$ cat config.mk
export PLATFORM = sky130hd
export DESIGN_NAME = riscv_bus_arb_flat
export DESIGN_NICKNAME = d
export VERILOG_FILES = /design/src/rtl/riscv_bus_arb_if.sv /design/src/rtl/riscv_bus_arb.sv /design/src/flat_wrapper.sv
export SDC_FILE = /design/constraint.sdc
export NUM_CORES = 1
export LEC_CHECK = 0
export ABC_AREA = 0
export BUFFER_PORTS_ARGS = -buffer_cell sky130_fd_sc_hd__buf_2
export CORE_AREA = 2 2 165 167
export CTS_CLUSTER_SIZE = 40
export DETAILED_ROUTE_END_ITERATION = 12
export DIE_AREA = 0 0 167 169
export SYNTH_ARGS = -nofsm -noshare
export SYNTH_HDL_FRONTEND = slang
export SYNTH_SLANG_ARGS = --single-unit
$ cat constraint.sdc
create_clock -name clk -period 4.33 [get_ports clk]
set_input_delay 0.2165 -clock clk [delete_from_list [all_inputs] [get_ports clk]]
set_output_delay 0.2165 -clock clk [all_outputs]
set_load 0.02 [all_outputs]
$ cat src/rtl/riscv_bus_arb_if.sv
// Dual-port memory bus: independent read and write channels, each with a request/grant handshake.
// Read data returns one cycle after a read grant.
interface dualport_bus #(
    parameter int AW = 32,
    parameter int DW = 32
);
    logic            rd_req;
    logic [3:0]      rd_be;
    logic [AW-1:0]   rd_addr;
    logic            rd_gnt;
    logic [DW-1:0]   rd_data;
    logic            wr_req;
    logic [3:0]      wr_be;
    logic [AW-1:0]   wr_addr;
    logic [DW-1:0]   wr_data;
    logic            wr_gnt;

    modport master (
        output rd_req, rd_be, rd_addr, wr_req, wr_be, wr_addr, wr_data,
        input  rd_gnt, rd_data, wr_gnt
    );

    modport slave (
        input  rd_req, rd_be, rd_addr, wr_req, wr_be, wr_addr, wr_data,
        output rd_gnt, rd_data, wr_gnt
    );
endinterface

$ cat src/rtl/riscv_bus_arb.sv
// Read-channel arbiter between instruction fetch and load/store onto one memory port.
// Stalled reads lock the owner; a bounded-wait counter keeps fetch from starving.
module riscv_bus_arb #(
    parameter int MAX_WAIT = 4
) (
    input  logic       clk,
    input  logic       rst_n,
    dualport_bus.slave  ifu_port,
    dualport_bus.slave  lsu_port,
    dualport_bus.master mem_port
);

    localparam logic [3:0] LP_MAX_WAIT = 4'(MAX_WAIT);
    localparam logic       LP_IFU      = 1'b0;
    localparam logic       LP_LSU      = 1'b1;

    logic       r_lock_vld;
    logic       r_lock_id;
    logic       r_resp_vld;
    logic       r_resp_id;
    logic [3:0] r_wait_cnt;

    logic       w_sel;
    logic       w_sel_req;
    logic       w_stall;
    logic       w_grant;
    logic       w_ifu_gnt;
    logic       w_lsu_gnt;
    logic       w_unused_ifu_wr;

    // Owner selection: an outstanding stall always wins, then a starved fetch.
    always_comb begin
        w_sel = LP_IFU;
        if (r_lock_vld) begin
            w_sel = r_lock_id;
        end else if (ifu_port.rd_req && (r_wait_cnt == LP_MAX_WAIT)) begin
            w_sel = LP_IFU;
        end else if (lsu_port.rd_req) begin
            w_sel = LP_LSU;
        end else begin
            w_sel = LP_IFU;
        end
    end

    assign w_sel_req = (w_sel == LP_LSU) ? lsu_port.rd_req : ifu_port.rd_req;
    assign w_stall   = w_sel_req && !mem_port.rd_gnt;
    assign w_grant   = w_sel_req && mem_port.rd_gnt;

    assign mem_port.rd_req  = w_sel_req;
    assign mem_port.rd_be   = !w_sel_req ? '0
                            : ((w_sel == LP_LSU) ? lsu_port.rd_be : ifu_port.rd_be);
    assign mem_port.rd_addr = !w_sel_req ? '0
                            : ((w_sel == LP_LSU) ? lsu_port.rd_addr : ifu_port.rd_addr);

    // Grants are forced low while reset is held so no requester sees a stray handshake.
    assign w_ifu_gnt = rst_n && (w_sel == LP_IFU) && mem_port.rd_gnt;
    assign w_lsu_gnt = rst_n && (w_sel == LP_LSU) && mem_port.rd_gnt;

    assign ifu_port.rd_gnt = w_ifu_gnt;
    assign lsu_port.rd_gnt = w_lsu_gnt;

    assign ifu_port.rd_data = (r_resp_vld && (r_resp_id == LP_IFU)) ? mem_port.rd_data : '0;
    assign lsu_port.rd_data = (r_resp_vld && (r_resp_id == LP_LSU)) ? mem_port.rd_data : '0;

    // Write channel belongs to load/store alone and is not arbitrated.
    assign mem_port.wr_req  = lsu_port.wr_req;
    assign mem_port.wr_be   = lsu_port.wr_be;
    assign mem_port.wr_addr = lsu_port.wr_addr;
    assign mem_port.wr_data = lsu_port.wr_data;
    assign lsu_port.wr_gnt  = mem_port.wr_gnt;
    assign ifu_port.wr_gnt  = 1'b0;

    assign w_unused_ifu_wr = ^{ifu_port.wr_req, ifu_port.wr_be,
                               ifu_port.wr_addr, ifu_port.wr_data};

    always_ff @(posedge clk or negedge rst_n) begin
        if (!rst_n) begin
            r_lock_vld <= 1'b0;
            r_lock_id  <= 1'b0;
            r_resp_vld <= 1'b0;
            r_resp_id  <= 1'b0;
            r_wait_cnt <= 4'd0;
        end else begin
            // A stalled owner stays locked; a grant or a dropped request releases it.
            r_lock_vld <= w_stall;
            if (w_stall) begin
                r_lock_id <= w_sel;
            end

            r_resp_vld <= w_grant;
            if (w_grant) begin
                r_resp_id <= w_sel;
            end

            if (ifu_port.rd_req && !w_ifu_gnt) begin
                if (r_wait_cnt != LP_MAX_WAIT) begin
                    r_wait_cnt <= r_wait_cnt + 4'd1;
                end
            end else begin
                r_wait_cnt <= 4'd0;
            end
        end
    end

endmodule

$ cat src/flat_wrapper.sv
// flat-port wrapper written by rule: the top's interface ports become plain ports
module riscv_bus_arb_flat 
#(
    parameter int MAX_WAIT = 4
)
  (clk, rst_n, ifu_port_rd_req, ifu_port_rd_be, ifu_port_rd_addr, ifu_port_wr_req, ifu_port_wr_be, ifu_port_wr_addr, ifu_port_wr_data, ifu_port_rd_gnt, ifu_port_rd_data, ifu_port_wr_gnt, lsu_port_rd_req, lsu_port_rd_be, lsu_port_rd_addr, lsu_port_wr_req, lsu_port_wr_be, lsu_port_wr_addr, lsu_port_wr_data, lsu_port_rd_gnt, lsu_port_rd_data, lsu_port_wr_gnt, mem_port_rd_req, mem_port_rd_be, mem_port_rd_addr, mem_port_wr_req, mem_port_wr_be, mem_port_wr_addr, mem_port_wr_data, mem_port_rd_gnt, mem_port_rd_data, mem_port_wr_gnt);
  dualport_bus ifu_port_i ();
  dualport_bus lsu_port_i ();
  dualport_bus mem_port_i ();
  input  logic clk;
  input  logic rst_n;
  input wire logic [$bits(ifu_port_i.rd_req)-1:0] ifu_port_rd_req;
  input wire logic [$bits(ifu_port_i.rd_be)-1:0] ifu_port_rd_be;
  input wire logic [$bits(ifu_port_i.rd_addr)-1:0] ifu_port_rd_addr;
  input wire logic [$bits(ifu_port_i.wr_req)-1:0] ifu_port_wr_req;
  input wire logic [$bits(ifu_port_i.wr_be)-1:0] ifu_port_wr_be;
  input wire logic [$bits(ifu_port_i.wr_addr)-1:0] ifu_port_wr_addr;
  input wire logic [$bits(ifu_port_i.wr_data)-1:0] ifu_port_wr_data;
  output wire logic [$bits(ifu_port_i.rd_gnt)-1:0] ifu_port_rd_gnt;
  output wire logic [$bits(ifu_port_i.rd_data)-1:0] ifu_port_rd_data;
  output wire logic [$bits(ifu_port_i.wr_gnt)-1:0] ifu_port_wr_gnt;
  input wire logic [$bits(lsu_port_i.rd_req)-1:0] lsu_port_rd_req;
  input wire logic [$bits(lsu_port_i.rd_be)-1:0] lsu_port_rd_be;
  input wire logic [$bits(lsu_port_i.rd_addr)-1:0] lsu_port_rd_addr;
  input wire logic [$bits(lsu_port_i.wr_req)-1:0] lsu_port_wr_req;
  input wire logic [$bits(lsu_port_i.wr_be)-1:0] lsu_port_wr_be;
  input wire logic [$bits(lsu_port_i.wr_addr)-1:0] lsu_port_wr_addr;
  input wire logic [$bits(lsu_port_i.wr_data)-1:0] lsu_port_wr_data;
  output wire logic [$bits(lsu_port_i.rd_gnt)-1:0] lsu_port_rd_gnt;
  output wire logic [$bits(lsu_port_i.rd_data)-1:0] lsu_port_rd_data;
  output wire logic [$bits(lsu_port_i.wr_gnt)-1:0] lsu_port_wr_gnt;
  output wire logic [$bits(mem_port_i.rd_req)-1:0] mem_port_rd_req;
  output wire logic [$bits(mem_port_i.rd_be)-1:0] mem_port_rd_be;
  output wire logic [$bits(mem_port_i.rd_addr)-1:0] mem_port_rd_addr;
  output wire logic [$bits(mem_port_i.wr_req)-1:0] mem_port_wr_req;
  output wire logic [$bits(mem_port_i.wr_be)-1:0] mem_port_wr_be;
  output wire logic [$bits(mem_port_i.wr_addr)-1:0] mem_port_wr_addr;
  output wire logic [$bits(mem_port_i.wr_data)-1:0] mem_port_wr_data;
  input wire logic [$bits(mem_port_i.rd_gnt)-1:0] mem_port_rd_gnt;
  input wire logic [$bits(mem_port_i.rd_data)-1:0] mem_port_rd_data;
  input wire logic [$bits(mem_port_i.wr_gnt)-1:0] mem_port_wr_gnt;
  assign ifu_port_i.rd_req = ifu_port_rd_req;
  assign ifu_port_i.rd_be = ifu_port_rd_be;
  assign ifu_port_i.rd_addr = ifu_port_rd_addr;
  assign ifu_port_i.wr_req = ifu_port_wr_req;
  assign ifu_port_i.wr_be = ifu_port_wr_be;
  assign ifu_port_i.wr_addr = ifu_port_wr_addr;
  assign ifu_port_i.wr_data = ifu_port_wr_data;
  assign ifu_port_rd_gnt = ifu_port_i.rd_gnt;
  assign ifu_port_rd_data = ifu_port_i.rd_data;
  assign ifu_port_wr_gnt = ifu_port_i.wr_gnt;
  assign lsu_port_i.rd_req = lsu_port_rd_req;
  assign lsu_port_i.rd_be = lsu_port_rd_be;
  assign lsu_port_i.rd_addr = lsu_port_rd_addr;
  assign lsu_port_i.wr_req = lsu_port_wr_req;
  assign lsu_port_i.wr_be = lsu_port_wr_be;
  assign lsu_port_i.wr_addr = lsu_port_wr_addr;
  assign lsu_port_i.wr_data = lsu_port_wr_data;
  assign lsu_port_rd_gnt = lsu_port_i.rd_gnt;
  assign lsu_port_rd_data = lsu_port_i.rd_data;
  assign lsu_port_wr_gnt = lsu_port_i.wr_gnt;
  assign mem_port_rd_req = mem_port_i.rd_req;
  assign mem_port_rd_be = mem_port_i.rd_be;
  assign mem_port_rd_addr = mem_port_i.rd_addr;
  assign mem_port_wr_req = mem_port_i.wr_req;
  assign mem_port_wr_be = mem_port_i.wr_be;
  assign mem_port_wr_addr = mem_port_i.wr_addr;
  assign mem_port_wr_data = mem_port_i.wr_data;
  assign mem_port_i.rd_gnt = mem_port_rd_gnt;
  assign mem_port_i.rd_data = mem_port_rd_data;
  assign mem_port_i.wr_gnt = mem_port_wr_gnt;
  riscv_bus_arb #(.MAX_WAIT(MAX_WAIT)) u_core (.clk(clk), .rst_n(rst_n), .ifu_port(ifu_port_i), .lsu_port(lsu_port_i), .mem_port(mem_port_i));
endmodule
# Yosys cells after proc, flatten, opt, wreduce, memory -nomap -nowiden
# Index checks and enable logic that the tools add are counted.
# word_totals
regBits	8
inputBits	248
out_inout_bits	174
word_cells	35
# op_classes
n_addsub	1
eq_ne	3
mux	12
bitwise_logic	2
reduce_logical	12
# ops
operator	n
32-bit two-way mux	4
4-bit two-way mux	4
1-bit logical AND	10
4-bit by 1-bit adder with 4-bit output (second input constant)	1
4-bit by 3-bit == test with 1-bit output (second input constant)	1
1-bit two-way mux	4
4-bit by 3-bit inequality test with 1-bit output (second input constant)	1
1-bit logical NOT	2
2-bit inequality test (second input constant)	1
1-bit NOT	2

# Depth between registers and ports, before layout
# logic_depth
word_depth	10
depth_mapped	7
mapped_depth_nobuf	5

# Least setup slack after synthesis
# No wires, ideal clock.
# synth_timing
kind	reg-to-output
startpoint	reg u_core.r_wait_cnt[0]
endpoint	out mem_port_rd_addr[24]
t_arrival_ns	1.641
required_time_ns	4.113
setup_slack_ns	2.472
stages_incl_launch_ff	8
n_path_buf	2
cell_sequence	dfrtp_1 > inv_1 > ha_1 > and4b_1 > buf_4 > buf_2 > o211ai_1 > a211oi_2
# synth_between
elab_chain_len	6
elab_cells_between_ends	7
cone_classes	eq/ne (1); mux (5); reduce/logical (1)
# synth_rtl
item	line_no	source
start, declared	riscv_bus_arb.sv:21	logic [3:0] r_wait_cnt;
start signal, assigned	riscv_bus_arb.sv:97	r_wait_cnt <= r_wait_cnt + 4'd1;
4-bit by 3-bit == test with 1-bit output *	riscv_bus_arb.sv:36	end else if (ifu_port.rd_req && (r_wait_cnt == LP_MAX_WAIT)) begin
1-bit logical AND *	riscv_bus_arb.sv:36	
1-bit two-way mux *	riscv_bus_arb.sv:36	
1-bit two-way mux *	riscv_bus_arb.sv:34	if (r_lock_vld) begin
32-bit two-way mux or 1-bit two-way mux (tied branches)	riscv_bus_arb.sv:53, riscv_bus_arb.sv:45	
32-bit two-way mux *	riscv_bus_arb.sv:52	assign mem_port.rd_addr = !w_sel_req ? '0
end, declared	flat_wrapper.sv:34	output wire logic [$bits(mem_port_i.rd_addr)-1:0] mem_port_rd_addr;
# Every way passes the cells marked *; elsewhere a longest branch is shown, timed or not.

# Worst setup path in the final report
# layout_timing
startpoint	reg u_core.r_wait_cnt[0]
endpoint	out mem_port_rd_addr[17]
# The elaborated chain is that of the path after synthesis.

==> results.ini <==
[outcome]
status=completed

[power]
leakagePower_nw=1.79
p_per_area_nw_per_um2=228
vdd_drop_max_mv=0.113

[place]
detailed_place_hpwl_mm=9.11
portBuffers=211
gp_congestion=0.723

[synth]
ys_warn_count=0
synth_common_cells=82 x buf_4, 42 x o211ai_1, 33 x and2_1
synth_area_leaders=buf_4 22%, a211oi_2 14%, o211ai_2 13%
ys.flop_type=dfrtp_1
syn_area_sq_um=2810
netlist.area_leader.share_pct=21.9
synth.area.mux_share_pct=1.25
async_reset_ff_share_pct=100
ys_ff_latch=8
synth_fa_ha_area_share_pct=0.891
synth_edf_count=0
yosysSeqAreaShare_pct=7.13
synthDistinctLibCells=33
avgSynthCellArea_sq_um=8.28
yosys.area_share.simple_pct=19.6
synth_top_family_by_area=compound AO/OA/AOI/OAI gates
syn_nets=589
yosysTopAreaCell=buf_4
synth-xor-area-share_pct=0.312
synth_cells=339
synth_compound_area_share_pct=42.2
synth_most_common_cell=buf_4

[finish]
nNetsFinal=703
layout-drive-gt1-share_pct=64.7
area_growth_pct=31.2
antenna_cells=0
utilization_pct=13.9

[grt]
track_usage_pct=7.56
overflow=0
grt_max_degree=38
grt_pass1_wl_mm=16.5
antenna_found_initial=2
first_global_vias=2736

[clock_tree]
cts_post_setup_buffers_inserted=0
cts_tree=built
cts_buffer_depth=2
cts-resized-gates=0
cts_root_buffer=clkbuf_16
htreeDepth=1
clk_latency_ns=0.23
cts_num_sinks=8
cts_made_buffers=3
cts_hold_buf=1
cts.reportedPaths.clkPinSlew_ns=0.04

[timing]
fmaxAchievable_mhz=351
tightest_slew_ns=1.12
slew_headroom_pct=25.1
final.setup_skew_ns=0.000619
rsz0062_at_grt=no
fin_setup_tns_ns=0
finalCritPeriodShare_pct=65.8
min_period_ns=2.85
slew_violations=0
finalHoldViolations=0
setup_viol=0

[hold_path]
worstHoldStart=mem_port_rd_gnt
min_to=u_core.r_lock_vld
hold_depth=2
hold_path.class=input port to register

[detailed_routing]
num_vias=3016
routed_wl_mm=11.6
drt-vias-per-instance=3.81
firstDrtPassIters=4
first_iter_violations=133
antenna_left=0
drc=0
wl_per_cell_microns=14.6

[setup_path]
cp-start-kind=register
cp_max_fo=17
r2r_start=u_core.r_lock_vld
reg2reg_depth=4
worstPathRequired_ns=4.11
end_kind=output port
crit_type=register to output port
worstReg2RegEnd=u_core.r_lock_vld
cp.arrival_ns=2.63
rrSetupSlack_ns=2.17

[floorplanning]
coreArea_sq_um=26500
dieHeight_microns=169
rows=60
die_width_microns=167
io_pins=422
die_area_sq_um=28200
initial_core_util_pct=10.6

[flow_run]
max_cap_viol_count=0

==> stage by stage <==
step                      worst slack, ns  instances  hold WS, ns  power (mW)  cell area (sq um)
after floorplan                      2.47        339      -0.0791       0.595               2810
after global placement               1.62        788       0.0737       0.688               3600
after detailed placement             1.66        788       0.0762       0.692               3600
after CTS                            1.39        792        0.242       0.852               3680
after global routing                 1.27        792        0.263       0.897               3680
final                                1.48        792        0.242       0.840               3680
==> power breakdown <==
part,switching [mW],internal [mW]
Sequential,0.0324,0.0833
Clock,0.0378,0.119
Combinational,0.349,0.219
Total,0.419,0.421
==> sequential cells by signal (all words and copies together) (netlist names) <==
signal	count
u_core.r_wait_cnt	4
u_core.r_resp_vld	1
u_core.r_resp_id	1
u_core.r_lock_vld	1
u_core.r_lock_id	1
==> layout by cell type (no fill, tap or decap), types with 2 or more instances in the layout <==
master / count
buf_2: 211
o211ai_1: 42
and2_1: 33
and3_1: 32
a211oi_2: 31
o211ai_2: 30
buf_4: 10
dfrtp_1: 8
a211oi_1: 6
nor2_1: 5
nand2_1: 4
a21oi_1: 4
inv_1: 3
a31oi_1: 3
nor3b_1: 3
clkbuf_16: 3
nor2b_1: 2
mux2i_1: 2
ha_1: 2
==> layout make-up <==
| class | count | area [sq um] |
|---|---|---|
| Clock buffer | 3 | 75.1 |
| Fill cell | 3070 | 22800 |
| Inverter | 3 | 11.3 |
| Multi-Input combinational cell | 215 | 1830 |
| Sequential cell | 8 | 200 |
| Tap cell | 341 | 427 |
| Timing Repair Buffer | 222 | 1140 |
==> critical path, stage by stage, from the launching register on <==
cell	delay (ns)
dfrtp_1	0.41
inv_1	0.07
ha_1	0.23
nand3b_1	0.70
buf_4	0.47
o211ai_2	0.20
a211oi_2	0.09
buf_2	0.21
==> worst max path at each step <==
stage / endpoint / from / slack [ns] / depth (start not counted)
5_1_grt: mem_port_rd_addr[17] / u_core.r_wait_cnt[0] / 1.27 / 7
2_1_floorplan: mem_port_rd_addr[24] / u_core.r_wait_cnt[0] / 2.47 / 7
4_1_cts: mem_port_rd_addr[17] / u_core.r_wait_cnt[0] / 1.39 / 7
3_5_place_dp: mem_port_rd_addr[17] / u_core.r_wait_cnt[0] / 1.66 / 7
3_3_place_gp: mem_port_rd_addr[17] / u_core.r_wait_cnt[0] / 1.62 / 7
6_report: mem_port_rd_addr[17] / u_core.r_wait_cnt[0] / 1.48 / 7
==> per-layer routing <==
metal / wire length, microns / GRT usage (%)
met5: 32 / 0
met4: 170 / 1.69
met3: 1070 / 1.87
met2: 6200 / 15.3
met1: 4100 / 7.76
==> kinds of logic (layout without fill, tap and decap cells) <==
| family | after synthesis | in the layout |
|---|---|---|
| AO/OA/AOI/OAI | 119 | 119 |
| buffers and inverters | 116 | 228 |
| AND/OR/NAND/NOR | 89 | 89 |
| flip-flops | 8 | 8 |
| multiplexers | 3 | 3 |
| adder cells (fa/ha/maj) | 2 | 2 |
| other | 1 | 1 |
| XOR/XNOR | 1 | 1 |
Note: power is estimated with default switching activity, not from simulation.
